--- config.mk ---
export PLATFORM = sky130hd
export DESIGN_NAME = collatz_range_flat
export DESIGN_NICKNAME = d
export VERILOG_FILES = /design/src/rtl/collatz_range_if.sv /design/src/rtl/collatz_range.sv /design/src/flat_wrapper.sv
export SDC_FILE = /design/constraint.sdc
export NUM_CORES = 2
export LEC_CHECK = 0
export ABC_CLOCK_PERIOD_IN_PS = 7580
export CAP_MARGIN = 20
export CORE_MARGIN = 3
export CORE_UTILIZATION = 61
export CTS_BUF_LIST = sky130_fd_sc_hd__clkbuf_4
export CTS_CLUSTER_DIAMETER = 80
export CTS_CLUSTER_SIZE = 14
export DETAILED_ROUTE_END_ITERATION = 6
export PLACE_DENSITY_LB_ADDON = 0.2
export SETUP_SLACK_MARGIN = 0.3
export SKIP_CTS_REPAIR_TIMING = 1
export SYNTH_ARGS = -nofsm -noshare
export SYNTH_HDL_FRONTEND = slang
export SYNTH_SLANG_ARGS = --single-unit
export TNS_END_PERCENT = 100
--- constraint.sdc ---
create_clock -name clk -period 7.58 [get_ports clk]
set_clock_uncertainty 0.15 [all_clocks]
set_input_delay 1.895 -clock clk [delete_from_list [all_inputs] [get_ports clk]]
set_output_delay 1.895 -clock clk [all_outputs]
set_load 0.02 [all_outputs]
--- src/rtl/collatz_range_if.sv ---
// Control/readback bus between the display front end and the collatz_range engine.
interface collatz_range_if;
    logic        go;
    logic [31:0] start;
    logic        done;
    logic [15:0] count;

    modport master (output go, start, input done, count);
    modport slave  (input go, start, output done, count);
endinterface

--- src/rtl/collatz_range.sv ---
// Evaluates Collatz sequence lengths for RAM_WORDS consecutive start values,
// stores them in a result RAM, then serves synchronous readback.
module collatz_range #(
    parameter int RAM_WORDS     = 256,
    parameter int RAM_ADDR_BITS = 8
) (
    input  logic            clk,
    input  logic            reset,
    collatz_range_if.slave  bus
);
    typedef enum logic [1:0] {IDLE, LOAD, RUN, DONE} state_t;

    state_t                   state, state_nxt;
    logic [31:0]              base;
    logic [31:0]              n;
    logic [RAM_ADDR_BITS-1:0] i;
    logic [15:0]              cnt;
    logic                     done;
    logic [15:0]              count;
    logic [15:0]              mem [RAM_WORDS];

    logic terminal, last;
    assign terminal = (n == 32'd0) || (n == 32'd1);
    assign last     = (i == RAM_ADDR_BITS'(RAM_WORDS - 1));

    always_comb begin
        state_nxt = state;
        case (state)
            IDLE, DONE: if (bus.go) state_nxt = LOAD;
            LOAD:       state_nxt = RUN;
            RUN:        if (terminal) state_nxt = last ? DONE : LOAD;
            default:    state_nxt = IDLE;
        endcase
    end

    always_ff @(posedge clk) begin
        if (reset) begin
            state <= IDLE;
            done  <= 1'b0;
            count <= 16'h0000;
            i     <= '0;
            n     <= 32'd0;
            cnt   <= 16'h0000;
            base  <= 32'd0;
        end else begin
            state <= state_nxt;
            // A go in DONE leaves the engine, so the readback must already show zero in LOAD.
            count <= (state == DONE && !bus.go) ? mem[bus.start[RAM_ADDR_BITS-1:0]] : 16'h0000;
            case (state)
                IDLE, DONE: begin
                    if (bus.go) begin
                        base <= bus.start;
                        i    <= '0;
                        done <= 1'b0;
                    end
                end
                LOAD: begin
                    n   <= base + 32'(i);
                    cnt <= 16'h0001;
                end
                RUN: begin
                    if (terminal) begin
                        if (last) done <= 1'b1;
                        else      i    <= i + RAM_ADDR_BITS'(1);
                    end else begin
                        n   <= n[0] ? (n << 1) + n + 32'd1 : n >> 1;
                        cnt <= cnt + 16'h0001;
                    end
                end
                default: ;
            endcase
        end
    end

    // Write port kept free of reset so the array maps onto block RAM.
    always_ff @(posedge clk) begin
        if (!reset && state == RUN && terminal)
            mem[i] <= (n == 32'd1) ? cnt : 16'h0000;
    end

    assign bus.done  = done;
    assign bus.count = count;
endmodule

--- src/flat_wrapper.sv ---
// flat-port wrapper written by rule: the top's interface ports become plain ports
module collatz_range_flat 
#(
    parameter int RAM_WORDS     = 256,
    parameter int RAM_ADDR_BITS = 8
)
  (clk, reset, bus_go, bus_start, bus_done, bus_count);
  collatz_range_if bus_i ();
  input  logic clk;
  input  logic reset;
  input wire logic [$bits(bus_i.go)-1:0] bus_go;
  input wire logic [$bits(bus_i.start)-1:0] bus_start;
  output wire logic [$bits(bus_i.done)-1:0] bus_done;
  output wire logic [$bits(bus_i.count)-1:0] bus_count;
  assign bus_i.go = bus_go;
  assign bus_i.start = bus_start;
  assign bus_done = bus_i.done;
  assign bus_count = bus_i.count;
  collatz_range #(.RAM_WORDS(RAM_WORDS), .RAM_ADDR_BITS(RAM_ADDR_BITS)) u_core (.clk(clk), .reset(reset), .bus(bus_i));
endmodule
==> impl_results.md <==
- CP cell instances: buf_4 > ha_1 > o21ai_0 > or3_1 > nor3b_1 > nand2_1 > nor2_1 > buf_4
- Worst rel slew slack: 3.964%
- Synth area leaders: edfxtp_1 (75%), mux4_2 (18%), dfxtp_1 (1.3%)
- Class of the worst hold path: register to register
- Initial antenna violation count: 12
- Largest stage delay, worst path: 970 ps
- H-tree depth: 5
- Met2 Use GR: 44.77%
- # IOs: 52
- Actual slew at the worst max-slew pin: 1441 ps
- Routed wire per std cell: 35.06 µm
- Core Util, Final: 65.64%
- Crit-path slowest cell: nor2_1
- Overall Global Routing Usage: 29.21%
- DRC viols: 0
- Slew Viols, Final: 0
- Routability Congestion: 0.8489
- PortBufs: 51
- Seq pwr share: 70.0%
- Static Leak: 61.57 nW
- # fillers: 16.96k
- Largest net degree at the start of global routing: 221
- Cells after Synth: 7178
- EDFF count, synth: 4096
- Gate power share: 4.1%
- Critical Path End: u_core.mem[162][8]
- Hold Vio Cnt, Final: 0
- RSZ-0062 raised after global routing: no
- Critical Path Start: u_core.n[0]
- TritonCTS Sinks: 4203
- Vias in the first global route: 77.41k
- Synth warn: 0
- Number of cells on the critical path: 8
- Switching component of the power: 7.665 mW
- Clock group share of total power: 25.9%
- Crit share post-route: 74.21%
- Worst path arrival time: 6540 ps
- Remaining antenna violation count: 0
- Final setup fails: 0
- Drt total wl: 394800 µm
- Int Pwr: 28.29 mW
- Sequential-to-total area share from yosys stat: 76.54%
- Grt met1 use: 43.94%
- Post-DP HPWL: 229200 µm
- Yosys cell types: 60
- Worst Hold Launch: u_core.base[6]
- Global-route wire length before repair: 567900 µm
- Final setup TNS: 0 ps
- Worst setup path class: register to register
- Crit path launch type: register
- Reg2reg setup slack: 1950 ps
- Biggest area consumer among synthesized cells: edfxtp_1
- Status: finished, final reports clean
- Die Wd: 523.7 µm
- Die height: 523.7 µm
- Clk Latency, worst-skew pair: 1420 ps
- Num CTS Buffers: 340
- FMAX: 0.1778 GHz
- Nets: 7726
- CTS clk-pin slew, worst paths: 160 ps
- Fin Hold WS: 320.5 ps
- Bufs on Longest Clock Path: 4
- Drt pass-1 iters: 5
- Initial drt markers: 10.99k
- Worst r2r path cells: 8
- Pwr dens: 206.1 nW/µm²
- Core area: 265800 µm²
- Number of max-cap violations: 0
- GR peak layer: met2
- Vias: 78.27k
- Min Tclk post-route: 5625 ps
- Post-synth top flop: edfxtp_1
- Starting density of the core: 61.51%
- Post-Syn Area: 163500 µm²
- Post-DR vias/cell: 6.951
- Row count: 189
- Met3 GRT Util: 6.026%
- Worst r2r src: u_core.n[0]
- Top-area cell type share of the netlist area: 75.23%
- Share of cells above drive strength 1: 28.41%
- Sw Ratio: 21.32%
- VDD IR-drop max: 0.1521 mV
- Worst EP required: 8490 ps
- CTS root buffer: clkbuf_4
- CP dominant cell by count: buf_4
- Crit end category: register
- Delay-heaviest family, CP: simple AND/OR/NAND/NOR gates
- Clock tree from TritonCTS: yes
- CP Max Fanout: 35
- Worst path bufs/invs: 2
- Asr flop ratio synth: 0%
- Syn Nets: 7281
- Area Growth Syn to Fin: 6.714%
- GRT overflow: 0
- RR Endpoint: u_core.mem[162][8]
- Average size of a mapped cell: 22.78 µm²
- Number of synthesized register bits: 4203
- Die area: 274300 µm²
==> metrics by stage <==
stage          std cells  worst slack (ps)  power [mW]  instance area (µm²)
6_report           11260              1955       35.96               174500
2_1_floorplan       7178              1882       26.73               163500
3_3_place_gp       10800              1318       27.15               170800
5_1_grt            11250              1710       37.14               174500
4_1_cts            11240              1976       36.16               174100
3_5_place_dp       10800              1366       27.17               170800
==> cell usage in the layout (no fill, tap or decap), types with 10 or more instances in the layout <==
cell type / count
a211oi_1: 14
a21o_1: 17
a21oi_1: 96
a221oi_1: 11
a31oi_1: 12
and3_1: 11
and3_4: 16
buf_12: 52
buf_4: 378
clkbuf_4: 407
clkdlybuf4s50_1: 45
clkinvlp_4: 12
dfxtp_1: 107
diode_2: 11
edfxtp_1: 4096
ha_1: 66
inv_1: 55
mux2i_1: 137
mux4_2: 1280
nand2_1: 157
nand3_1: 32
nand4_1: 23
nor2_1: 334
nor2b_1: 12
nor3_1: 13
o211ai_1: 10
o21ai_0: 37
o22ai_1: 70
or4_1: 17
xnor2_1: 33
xor2_1: 34
==> area by class of cell <==
type | count | area [µm²] | area share (%)
flip-flops and latches | 4203 | 125100 | 71.73
multi-input cells | 2528 | 36620 | 20.99
repair buffers | 495 | 4711 | 2.700
well taps | 3533 | 4420 | 2.534
clock buffers | 407 | 3055 | 1.751
clock inverters | 28 | 285.3 | 0.1635
inverters | 55 | 206.4 | 0.1183
diodes | 11 | 27.53 | 0.01578
==> cells by family (layout without fill, tap and decap cells) <==
family	count (synthesis)	after routing	synth area share [%]
adder cells (fa/ha/maj)	68	68	0.5296
AND/OR/NAND/NOR	656	656	1.742
AO/OA/AOI/OAI	317	317	1.219
buffers and inverters	447	985	1.117
multiplexers	1420	1420	18.49
flip-flops	4203	4203	76.54
XOR/XNOR	67	67	0.3589
other	0	11	0
==> routing by layer <==
layer  vias up  share of wire [%]
met1     42000                 38
met3       541                 11
li1      31180                  -
met2      4532                 48
met4         6                2.9
met5         -              0.051
==> sequential cells by signal, summed over array words and instances (netlist names), named ones only <==
signal,count
u_core.mem,4096
u_core.base,32
u_core.n,31
u_core.bus.count,16
u_core.cnt,16
u_core.i,8
u_core.state,2
u_core.bus.done,1
==> how the worst min path moves through the flow <==
stage	to	cells after the start	slack, ps
after detailed placement	u_core.base[6]	2	300
after CTS	u_core.base[6]	2	320
after global routing	u_core.base[6]	2	350
after floorplan	u_core.base[0]	2	290
final	u_core.base[6]	2	320
after global placement	u_core.base[6]	2	300
==> power by group through the flow <==
stage / combinational, mW / sequential, mW / clock [mW]
after global routing: 1.59 / 25.2 / 10.4
after CTS: 1.47 / 25.2 / 9.51
after detailed placement: 1.46 / 25.7 / 0
after floorplan: 1.04 / 25.7 / 0
final: 1.48 / 25.2 / 9.30
after global placement: 1.45 / 25.7 / 0
==> synthesized netlist by cell type (all sizes together) (5+ instances only) <==
cell	instances
nor4	7
a22oi	5
inv	55
nor2	341
o211ai	10
a21oi	96
and3	27
nand2	157
dfxtp	107
a221oi	11
or4	17
a211oi	14
clkbuf	235
o21bai	7
edfxtp	4096
nand2b	5
nor3	13
nor2b	12
o21ai	38
mux2i	137
ha	66
and2	9
a21o	17
nand4	23
xnor2	33
a31oi	12
o22ai	70
mux4	1280
o21a	7
a2111oi	5
nand3	32
buf	157
xor2	34
==> worst register-to-register path: stages (launching register included) <==
cell,delay [ps]
dfxtp_1,340
buf_4,370
ha_1,660
o21ai_0,470
or3_1,600
nor3b_1,550
nand2_1,750
nor2_1,1000
buf_4,360
No activity file was read; power rests on OpenSTA's default activity.
